[src/rtl/fetch_pkg.sv]
// Shared definitions for the BEAN-2 instruction-fetch stage.
//   pc_sel_e    : M-stage next-PC select encodings
//   state_e     : fetch FSM states
//   fetch_ent_t : {inst, pc} entry held by the skid buffer
package fetch_pkg;

  typedef enum logic [1:0] {
    PC_SEQ  = 2'b00,
    PC_JALR = 2'b01,
    PC_RSV  = 2'b10,  // reserved, behaves as sequential
    PC_BR   = 2'b11
  } pc_sel_e;

  localparam logic [31:0] NOP_INST = 32'h0000_0013;  // ADDI x0,x0,0

  typedef enum logic [1:0] {
    S_BOOT = 2'b00,
    S_REQ  = 2'b01,
    S_DROP = 2'b10,
    S_FULL = 2'b11
  } state_e;

  typedef struct packed {
    logic [31:0] inst;
    logic [31:0] pc;
  } fetch_ent_t;

  function automatic logic is_redirect(input logic [1:0] sel);
    return (sel == PC_JALR) || (sel == PC_BR);
  endfunction

endpackage

[src/rtl/fetch_skid_buf.sv]
// One-entry skid buffer holding a fetched {inst, pc} while IF/ID is stalled.
//   clk, reset : clock, async active-high reset
//   clr_i      : drop the entry (redirect); wins over push/pop
//   push_i     : capture ent_i
//   pop_i      : release the entry
//   ent_o      : stored entry, full_o : entry valid
module fetch_skid_buf
  import fetch_pkg::*;
(
  input  logic       clk,
  input  logic       reset,
  input  logic       clr_i,
  input  logic       push_i,
  input  logic       pop_i,
  input  fetch_ent_t ent_i,
  output fetch_ent_t ent_o,
  output logic       full_o
);

  fetch_ent_t ent_q;
  logic       full_q;

  always_ff @(posedge clk or posedge reset) begin
    if (reset) begin
      ent_q  <= '0;
      full_q <= 1'b0;
    end else if (clr_i) begin
      full_q <= 1'b0;
    end else if (push_i) begin
      ent_q  <= ent_i;
      full_q <= 1'b1;
    end else if (pop_i) begin
      full_q <= 1'b0;
    end
  end

  assign ent_o  = ent_q;
  assign full_o = full_q;

endmodule

[src/rtl/fetch_stage.sv]
// RV32I instruction-fetch stage: owns the PC, drives a req/ack instruction
// memory port and fills the IF/ID register.
//   clk, reset             : clock, async active-high reset
//   pc_SEL, pc_target_M,
//   alu_out_M              : M-stage redirect select and target operands
//   stall_D, flush_D       : hazard-unit hold / bubble for IF/ID
//   imem_req/addr/ack/rdata: instruction memory handshake
//   inst_D, pc_D, pc4_D,
//   valid_D                : IF/ID register contents
module fetch_stage #(
  parameter logic [31:0] RESET_VECTOR = 32'h0000_0000,
  parameter logic [31:0] NOP_INST     = fetch_pkg::NOP_INST
) (
  input  logic        clk,
  input  logic        reset,
  input  logic [1:0]  pc_SEL,
  input  logic [31:0] pc_target_M,
  input  logic [31:0] alu_out_M,
  input  logic        stall_D,
  input  logic        flush_D,
  output logic        imem_req,
  output logic [31:0] imem_addr,
  input  logic        imem_ack,
  input  logic [31:0] imem_rdata,
  output logic [31:0] inst_D,
  output logic [31:0] pc_D,
  output logic [31:0] pc4_D,
  output logic        valid_D
);
  import fetch_pkg::*;

  state_e      state_q, state_d;
  logic [31:0] pc_q, pc_d;
  logic [31:0] drop_addr_q, drop_addr_d;  // address of the request being discarded
  logic [31:0] inst_q, inst_d, pcD_q, pcD_d, pc4D_q, pc4D_d;
  logic        valid_q, valid_d;
  logic [31:0] addr_raw;

  logic        redirect, hold, acc, to_skid, skid_pop, skid_full;
  logic [31:0] target;
  fetch_ent_t  skid_in, skid_out;

  assign redirect = is_redirect(pc_SEL);
  assign target   = (pc_SEL == PC_BR) ? pc_target_M : {alu_out_M[31:1], 1'b0};

  // IF/ID only holds when it actually contains an instruction; an empty
  // register accepts a word even under stall.
  assign hold     = stall_D & valid_q;
  // Only a request issued from S_REQ can be accepted; a redirect kills it.
  assign acc      = (state_q == S_REQ) & imem_ack & ~redirect;
  assign to_skid  = acc & hold;
  // Flush and stall both keep the buffered word; a redirect makes it stale.
  assign skid_pop = skid_full & ~redirect & ~flush_D & ~hold;

  assign skid_in  = '{inst: imem_rdata, pc: pc_q};

  fetch_skid_buf u_skid (
    .clk    (clk),
    .reset  (reset),
    .clr_i  (redirect),
    .push_i (to_skid),
    .pop_i  (skid_pop),
    .ent_i  (skid_in),
    .ent_o  (skid_out),
    .full_o (skid_full)
  );

  // PC: redirect beats everything, otherwise advance once per accepted word.
  always_comb begin
    pc_d = pc_q;
    if (redirect)  pc_d = target;
    else if (acc)  pc_d = pc_q + 32'd4;
  end

  // FSM next state and memory-port outputs.
  always_comb begin
    state_d     = state_q;
    drop_addr_d = drop_addr_q;
    imem_req    = 1'b0;
    addr_raw    = pc_q;
    case (state_q)
      S_BOOT: state_d = S_REQ;
      S_REQ: begin
        imem_req = 1'b1;
        if (redirect) begin
          // The request cannot be withdrawn: keep presenting it until acked.
          if (!imem_ack) begin
            state_d     = S_DROP;
            drop_addr_d = pc_q;
          end
        end else if (to_skid) begin
          state_d = S_FULL;
        end
      end
      S_DROP: begin
        imem_req = 1'b1;
        addr_raw = drop_addr_q;
        if (imem_ack) state_d = S_REQ;
      end
      S_FULL: begin
        if (redirect || skid_pop) state_d = S_REQ;
      end
      default: state_d = S_BOOT;
    endcase
  end

  assign imem_addr = {addr_raw[31:2], 2'b00};

  // IF/ID: flush > stall > skid buffer > new word > bubble.
  always_comb begin
    inst_d  = inst_q;
    pcD_d   = pcD_q;
    pc4D_d  = pc4D_q;
    valid_d = valid_q;
    if (flush_D) begin
      inst_d  = NOP_INST;
      valid_d = 1'b0;
    end else if (hold) begin
      // keep current contents
    end else if (skid_pop) begin
      inst_d  = skid_out.inst;
      pcD_d   = skid_out.pc;
      pc4D_d  = skid_out.pc + 32'd4;
      valid_d = 1'b1;
    end else if (acc) begin
      inst_d  = imem_rdata;
      pcD_d   = pc_q;
      pc4D_d  = pc_q + 32'd4;
      valid_d = 1'b1;
    end else begin
      inst_d  = NOP_INST;
      valid_d = 1'b0;
    end
  end

  always_ff @(posedge clk or posedge reset) begin
    if (reset) begin
      state_q     <= S_BOOT;
      pc_q        <= RESET_VECTOR;
      drop_addr_q <= '0;
      inst_q      <= NOP_INST;
      pcD_q       <= '0;
      pc4D_q      <= '0;
      valid_q     <= 1'b0;
    end else begin
      state_q     <= state_d;
      pc_q        <= pc_d;
      drop_addr_q <= drop_addr_d;
      inst_q      <= inst_d;
      pcD_q       <= pcD_d;
      pc4D_q      <= pc4D_d;
      valid_q     <= valid_d;
    end
  end

  assign inst_D  = inst_q;
  assign pc_D    = pcD_q;
  assign pc4_D   = pc4D_q;
  assign valid_D = valid_q;

endmodule

[config.mk]
export PLATFORM = sky130hd
export DESIGN_NAME = fetch_stage
export DESIGN_NICKNAME = d
export VERILOG_FILES = /design/src/rtl/fetch_pkg.sv /design/src/rtl/fetch_skid_buf.sv /design/src/rtl/fetch_stage.sv
export SDC_FILE = /design/constraint.sdc
export NUM_CORES = 1
export LEC_CHECK = 0
export CORE_ASPECT_RATIO = 1.25
export CORE_UTILIZATION = 42
export DETAILED_ROUTE_END_ITERATION = 8
export PLACE_DENSITY_LB_ADDON = 0.08
export SLEW_MARGIN = 40
export SYNTH_ARGS = -nofsm -noshare
export SYNTH_HDL_FRONTEND = slang
export SYNTH_SLANG_ARGS = --single-unit
[constraint.sdc]
create_clock -name clk -period 12.7 [get_ports clk]
set_input_delay 1.27 -clock clk [delete_from_list [all_inputs] [get_ports clk]]
set_output_delay 1.27 -clock clk [all_outputs]
set_load 0.01 [all_outputs]
==> results of run 1 <==
path summary, 6_finish.rpt:
| kind | cells after the start | slack [ns] | end | start |
|---|---|---|---|---|
| worst max register to register | 8 | 9.69 | pc4_D[22] | state_q[1] |
| max in group asynchronous | 4 | 9.76 | u_skid.ent_o[62] | reset |
| worst min-delay path | 2 | 0.46 | inst_D[4] | inst_D[4] |
| min in group asynchronous | 2 | 1.21 | inst_D[6] | reset |
| worst min register to register | 2 | 0.46 | inst_D[4] | inst_D[4] |
| worst max-delay path | 5 | 8.70 | imem_addr[11] | state_q[0] |
metal layers:
metal  vias to the layer above  part of all wire
li1                       4293                 -
met1                      4571              0.39
met2                       244              0.53
met3                        54             0.051
met4                         0             0.028
met5                         -                 0
synthesized netlist by cell type, types with 5 or more instances:
| cell type | n | area, um2 |
|---|---|---|
| o21ai_1 | 5 | 25.0 |
| buf_2 | 17 | 85.1 |
| xor2_1 | 30 | 263 |
| nand4_1 | 18 | 113 |
| a31oi_1 | 31 | 194 |
| nand3_1 | 25 | 125 |
| ha_1 | 5 | 62.6 |
| dfrtp_1 | 221 | 5530 |
| a211oi_1 | 21 | 158 |
| clkbuf_1 | 63 | 236 |
| nor3_1 | 23 | 115 |
| a21oi_1 | 42 | 210 |
| xnor2_1 | 40 | 350 |
| o22ai_1 | 10 | 62.6 |
| mux2_2 | 125 | 1410 |
| a22oi_1 | 30 | 225 |
| nand2_1 | 157 | 589 |
| and2_1 | 5 | 31.3 |
| nor4_1 | 10 | 62.6 |
| nor2_1 | 71 | 267 |
| and3_1 | 10 | 62.6 |
| o21ai_0 | 30 | 150 |
| mux2i_1 | 13 | 130 |
| buf_4 | 10 | 75.1 |
| buf_1 | 6 | 22.5 |
| inv_1 | 17 | 63.8 |
| a222oi_1 | 5 | 50.1 |
| and4_1 | 6 | 52.6 |
| or3_1 | 7 | 43.8 |
| nor2b_1 | 17 | 106 |
stage by stage:
| step | cells | utilization | setup slack, ns | hold WS (ns) |
|---|---|---|---|---|
| 4_1_cts | 1657 | 0.547 | 8.38 | 0.463 |
| 5_1_grt | 1657 | 0.548 | 8.61 | 0.486 |
| 3_3_place_gp | 1611 | 0.516 | 7.89 | 0.455 |
| 6_report | 1657 | 0.548 | 8.70 | 0.462 |
| 3_5_place_dp | 1611 | 0.517 | 8.25 | 0.455 |
| 2_1_floorplan | 1123 | - | 5.30 | 0.450 |
cell type report:
type / instances / area, um2
timing repair buffer: 243 / 2410
sequential: 224 / 5610
tap: 345 / 432
clock buffer: 40 / 782
clock inverter: 6 / 33.8
inverter: 18 / 80.1
fill: 2471 / 12100
multi-input combinational: 781 / 5310
tightest hold or removal path, stage by stage (launching register included):
cell	delay (ns)
dfstp_2	0.37
inv_1	0.04
a21oi_1	0.05
cells by family after synthesis:
kind of cell / count (synthesis) / share of synthesized area
flops: 224 / 0.492
buf+inv: 118 / 0.0454
other cells: 1 / 0.000329
fa+ha+maj: 5 / 0.00549
xor+xnor: 70 / 0.0538
compound gates: 197 / 0.111
mux: 138 / 0.135
simple gates: 369 / 0.157
state kept, by name, indices dropped and copies added (netlist names):
register,count
state_q,2
pc4_D,30
inst_D,32
pc_D,32
pc_q,32
u_skid.full_o,1
u_skid.ent_o,64
valid_D,1
drop_addr_q,30
power groups by stage:
stage	registers, mW	logic (mW)	clock network, mW
floorplan	1.13	0.473	0
global placement	1.17	0.889	0
detailed placement	1.18	0.900	0
CTS	1.16	0.906	0.731
global route	1.20	0.970	0.758
finish	1.16	0.891	0.713
==> results by group, run 1 <==
Critical path
  • Worst EP required: 11.43 ns
  • Critical path class: register to output port
  • Critical Path, Cell by Cell: inv_1 -> ha_2 -> buf_4 -> mux2_2 -> clkdlybuf4s50_1
  • Worst Setup Start Kind: register
  • CP max-delay cell: clkdlybuf4s50_1
  • Bufs and invs on worst path: 3
  • CP Data Arrival Time: 2.73 ns
  • Crit path capture type: output port
  • Family with the most delay on the worst path: buffers and inverters
  • CP peak stage delay: about 0.49 ns
  • Max FO, Critical Path: 19

CTS
  • Post-cts hold buffer count: 0
  • Clk pin slew, worst setup/hold paths: 0.06 ns
  • Inserted Clock Buffers: 25
  • Post-CTS setup buffers: 0
  • Root Buffer: clkbuf_16
  • Clk sinks: 224
  • CTS tree: done
  • H-tree depth: 1
  • Max Root-Sink Buffers: 3
  • Post-cts sizing count: 0
  • Clock Latency Late Sink: approximately 0.53 ns

Global routing
  • Grt ovf: 0
  • Largest net degree at the start of global routing: ~110
  • Met2 track demand over resource: 0.443
  • Layer carrying the most global-route usage: met2
  • M1 GR Usage: 0.284
  • Initial antenna violation count: 0
  • First-pass GRT wire length: between 50 and 60 mm
  • Vias in the first global route: roughly 9,100
  • Total GRT Usage: 0.240
  • GR Layer Usage met3: 0.0376

Detailed routing
  • Vias per cell: between 5 and 6
  • DRC violations left: 0
  • Detailed Route Iter0 Violations: ~510
  • DR pass1 iterations: 7
  • Per-cell routed wire length: roughly 20 um
  • Antenna-violating nets left: 0
  • DR vias: around 9,200
  • Drt total wl: approximately 33 mm

Finish
  • Share of layout cells above drive strength 1: 0.159
  • N_diodes: 0
  • Post-route cell area: roughly 15,000 um2
  • Most frequent cells in the layout: clkdlybuf4s50_1 (228), dfrtp_1 (221), nand2_1 (156)
  • Layout Nets: approximately 1,400
  • Area Overhead vs Synth: 28.6%
  • Most common cell after layout, fill and taps aside: clkdlybuf4s50_1

Power
  • Register share of total power: 0.420
  • Pwr Density: approximately 190 nW/um2
  • Part of the power in combinational logic: 0.322
  • Leak pwr: slightly above 6 nW
  • Switching share of power: 0.318
  • Sw power: around 880 uW
  • Design Power: approximately 2.8 mW
  • Peak VDD IR: approximately 0.00011 V
  • Clock power share: 0.258
  • P_int: 1.89 mW

Placement
  • RePlAce Congestion: between 0.8 and 0.9
  • PortBufs: between 200 and 250
  • DP Area: 13,800 um2
  • Hpwl dp: 22.4 mm

Flow run
  • Max cap viols: 0

Timing
  • Slew Limit Fails: 0
  • Slew at the pin closest to its max-slew limit: slightly below 0.8 ns
  • Worst Skew: 0.0158 ns
  • # setup viols final: 0
  • Fmax: roughly 0.25 GHz
  • Minimum clock period: about 4.0 ns
  • Final Hold Vio Count: 0
  • Setup TNS: 0 ns
  • Rel. slew slack: 0.470
  • RSZ-0062 raised after global routing: no
  • Period utilization: 0.315

Hold path
  • Hold WC Path Type: register to register

Floorplan
  • Die height: between 150 and 200 um
  • Total core area: between 20,000 and 30,000 um2
  • Die ar.: 27,800 um2
  • # rows: 67
  • Die width: approximately 150 um
  • # IOs: about 230
  • Initial core utilization: 0.426

Logic synthesis
  • Seq cells post-synth: between 200 and 250
  • Asr flop ratio synth: 1.00
  • Yosys Warn Count: 0
  • Number of flops mapped to enable cells by yosys: 0
  • Mapped Cells: 1,122
  • Post-Syn Area per Cell: 10.2 um2
  • Top FF cell, synth: dfrtp_1
  • Sequential cell area fraction in the yosys report: 0.492
  • Post-synthesis cell type count: 62
  • Mapped cell area: around 11,000 um2

Outcome
  • Status: complete, no violations
(Power assumes the default switching activity.)
==> inputs of run 2 (changes only) <==
- clock period: 12.7 -> 4.15 ns (I/O delays scaled with it)
==> run 2 against run 1 <==
Compared with the run above: sequential cell count unchanged; largest cell class unchanged; clock power grew to 3.1 times the previous value; clock skew shrank 0.0036 ns.
==> results by group, run 2 (synthesized netlist as in run 1, its figures left out) <==
Critical path
  • R2r startpoint: pc_q[3]
  • Max FO, Critical Path: 23 (+4)
  • Critical Path, Cell by Cell: inv_1 -> ha_1 -> buf_4 -> mux2_2 -> clkdlybuf4s50_1
  • Worst Setup Start Kind: register
  • R2R setup slack: 1.43 ns (-8.26 ns)
  • Worst EP required: 3.73 ns (-7.70 ns)
  • Crit path capture type: output port
  • Critical path class: register to output port
  • Start point of the critical path: state_q[0]
  • CP Data Arrival Time: 2.84 ns (+0.11 ns)
  • Bufs and invs on worst path: 3 (unchanged)
  • CP max-delay cell: ha_1
  • R2R cell count: 6 (-2)
  • CP peak stage delay: 0.54 ns (+0.05 ns)
  • R2r endpoint: pc_q[26]
  • Family with the most delay on the worst path: buffers and inverters

Finish
  • Post-route cell area: 14,700 um2 (+0.18%)
  • Post-Layout Cell Count: 1,655 (-0.12%)
  • Layout Nets: 1,407 (+0.43%)
  • Share of layout cells above drive strength 1: 0.156 (-0.00205)
  • N_diodes: 0 (unchanged)
  • Most frequent cells in the layout: clkdlybuf4s50_1 (228), dfrtp_1 (221), nand2_1 (156)
  • Max reg flops: 64 (unchanged)
  • Area Overhead vs Synth: 28.8%
  • Most common cell after layout, fill and taps aside: clkdlybuf4s50_1

CTS
  • Clk pin slew, worst setup/hold paths: 0.06 ns (about the same)
  • Root Buffer: clkbuf_16
  • Post-cts hold buffer count: 0 (unchanged)
  • Clk sinks: 224 (unchanged)
  • Post-cts sizing count: 0 (unchanged)
  • Inserted Clock Buffers: 25 (unchanged)
  • Clock Latency Late Sink: 0.52 ns (about the same)
  • H-tree depth: 1 (unchanged)
  • Post-CTS setup buffers: 0 (unchanged)
  • Max Root-Sink Buffers: 3 (unchanged)
  • CTS tree: done

Timing
  • # setup viols final: 0 (unchanged)
  • Fmax: 0.308 GHz
  • Slew Limit Fails: 0 (unchanged)
  • Final Hold Vio Count: 0 (unchanged)
  • Fin Hold WS: 0.315 ns (-0.146 ns)
  • Worst Skew: 0.0122 ns (-0.00362 ns)
  • RSZ-0062 raised after global routing: no
  • Minimum clock period: around 3.3 ns
  • Setup TNS: 0 ns (unchanged)
  • Period utilization: 0.783
  • Slew at the pin closest to its max-slew limit: 0.859 ns (+0.0717 ns)
  • Rel. slew slack: 0.426 (-0.0448)

Floorplan
  • # rows: 67 (unchanged)
  • # IOs: 233 (unchanged)
  • Initial core utilization: 0.426 (unchanged)
  • Die ar.: 27,800 um2 (unchanged)
  • Total core area: 26,700 um2 (unchanged)
  • Die height: 186 um (unchanged)
  • Die width: 149 um (unchanged)

Power
  • Pwr Density: 579 nW/um2 (+210%)
  • Design Power: 8.50 mW (+210%)
  • Leak pwr: 6.21 nW (+0.11%)
  • Peak VDD IR: 0.000370 V (+240%)

Global routing
  • First-pass GRT wire length: 51.2 mm (-0.38%)
  • Vias in the first global route: 9,000 (-1.3%)
  • Largest net degree at the start of global routing: 95 (-14%)
  • Initial antenna violation count: 0 (unchanged)
  • Grt ovf: 0 (unchanged)
  • Total GRT Usage: 0.239 (-0.00117)

Placement
  • Inst Count DP: 1,617 (+0.37%)
  • RePlAce Congestion: 0.836 (-0.49%)
  • DP Area: 13,900 um2 (+0.39%)
  • Hpwl dp: 22.8 mm (+1.4%)
  • PortBufs: 229 (unchanged)

Outcome
  • Status: complete, no violations

Flow run
  • Max cap viols: 0 (unchanged)

Detailed routing
  • Antenna-violating nets left: 0 (unchanged)
  • Detailed Route Iter0 Violations: 452 (-11%)
  • Vias per cell: 5.54 (+0.26%)
  • Per-cell routed wire length: 19.8 um (+0.38%)
  • DRC violations left: 0 (unchanged)
  • DR vias: 9,175 (+0.14%)
  • DR pass1 iterations: 5 (-2)
  • Drt total wl: 32.7 mm (+0.26%)

Hold path
  • Hold WC Path Type: input pin to async pin
## run 2: report_power, final
group	total, mW	internal (mW)	switching [mW]
logic	2.73	1.59	1.15
registers	3.55	2.91	0.642
clock network	2.22	1.33	0.885
total	8.50	5.83	2.67
## run 2: layer usage
metal	vias to the layer above	GRT usage	part of all wire
met5	-	0	0
met4	0	0.0714	0.026
met3	48	0.0359	0.049
met2	234	0.438	0.53
met1	4587	0.288	0.40
li1	4306	-	-
## run 2: worst max-delay path by stage
stage / cells after the start / end
final: 5 / imem_addr[18]
after global routing: 5 / imem_addr[14]
after CTS: 5 / imem_addr[14]
after detailed placement: 5 / drop_addr_q[18]
after global placement: 5 / drop_addr_q[26]
after floorplan: 1 / drop_addr_q[10]
## run 2: final cells by class
type / instances / area (um2)
fillers: 2484 / 12100
flip-flops and latches: 224 / 5610
multi-input cells: 781 / 5310
repair buffers: 249 / 2470
clock buffers: 32 / 682
well taps: 345 / 432
clock inverters: 6 / 114
inverters: 18 / 71.3
## run 2: through the flow
step / util / setup slack (ns)
final: 0.549 / 0.899
after global routing: 0.549 / 0.742
after CTS: 0.549 / 0.837
after detailed placement: 0.519 / 1.29
after global placement: 0.519 / 1.28
after floorplan: - / 0.813
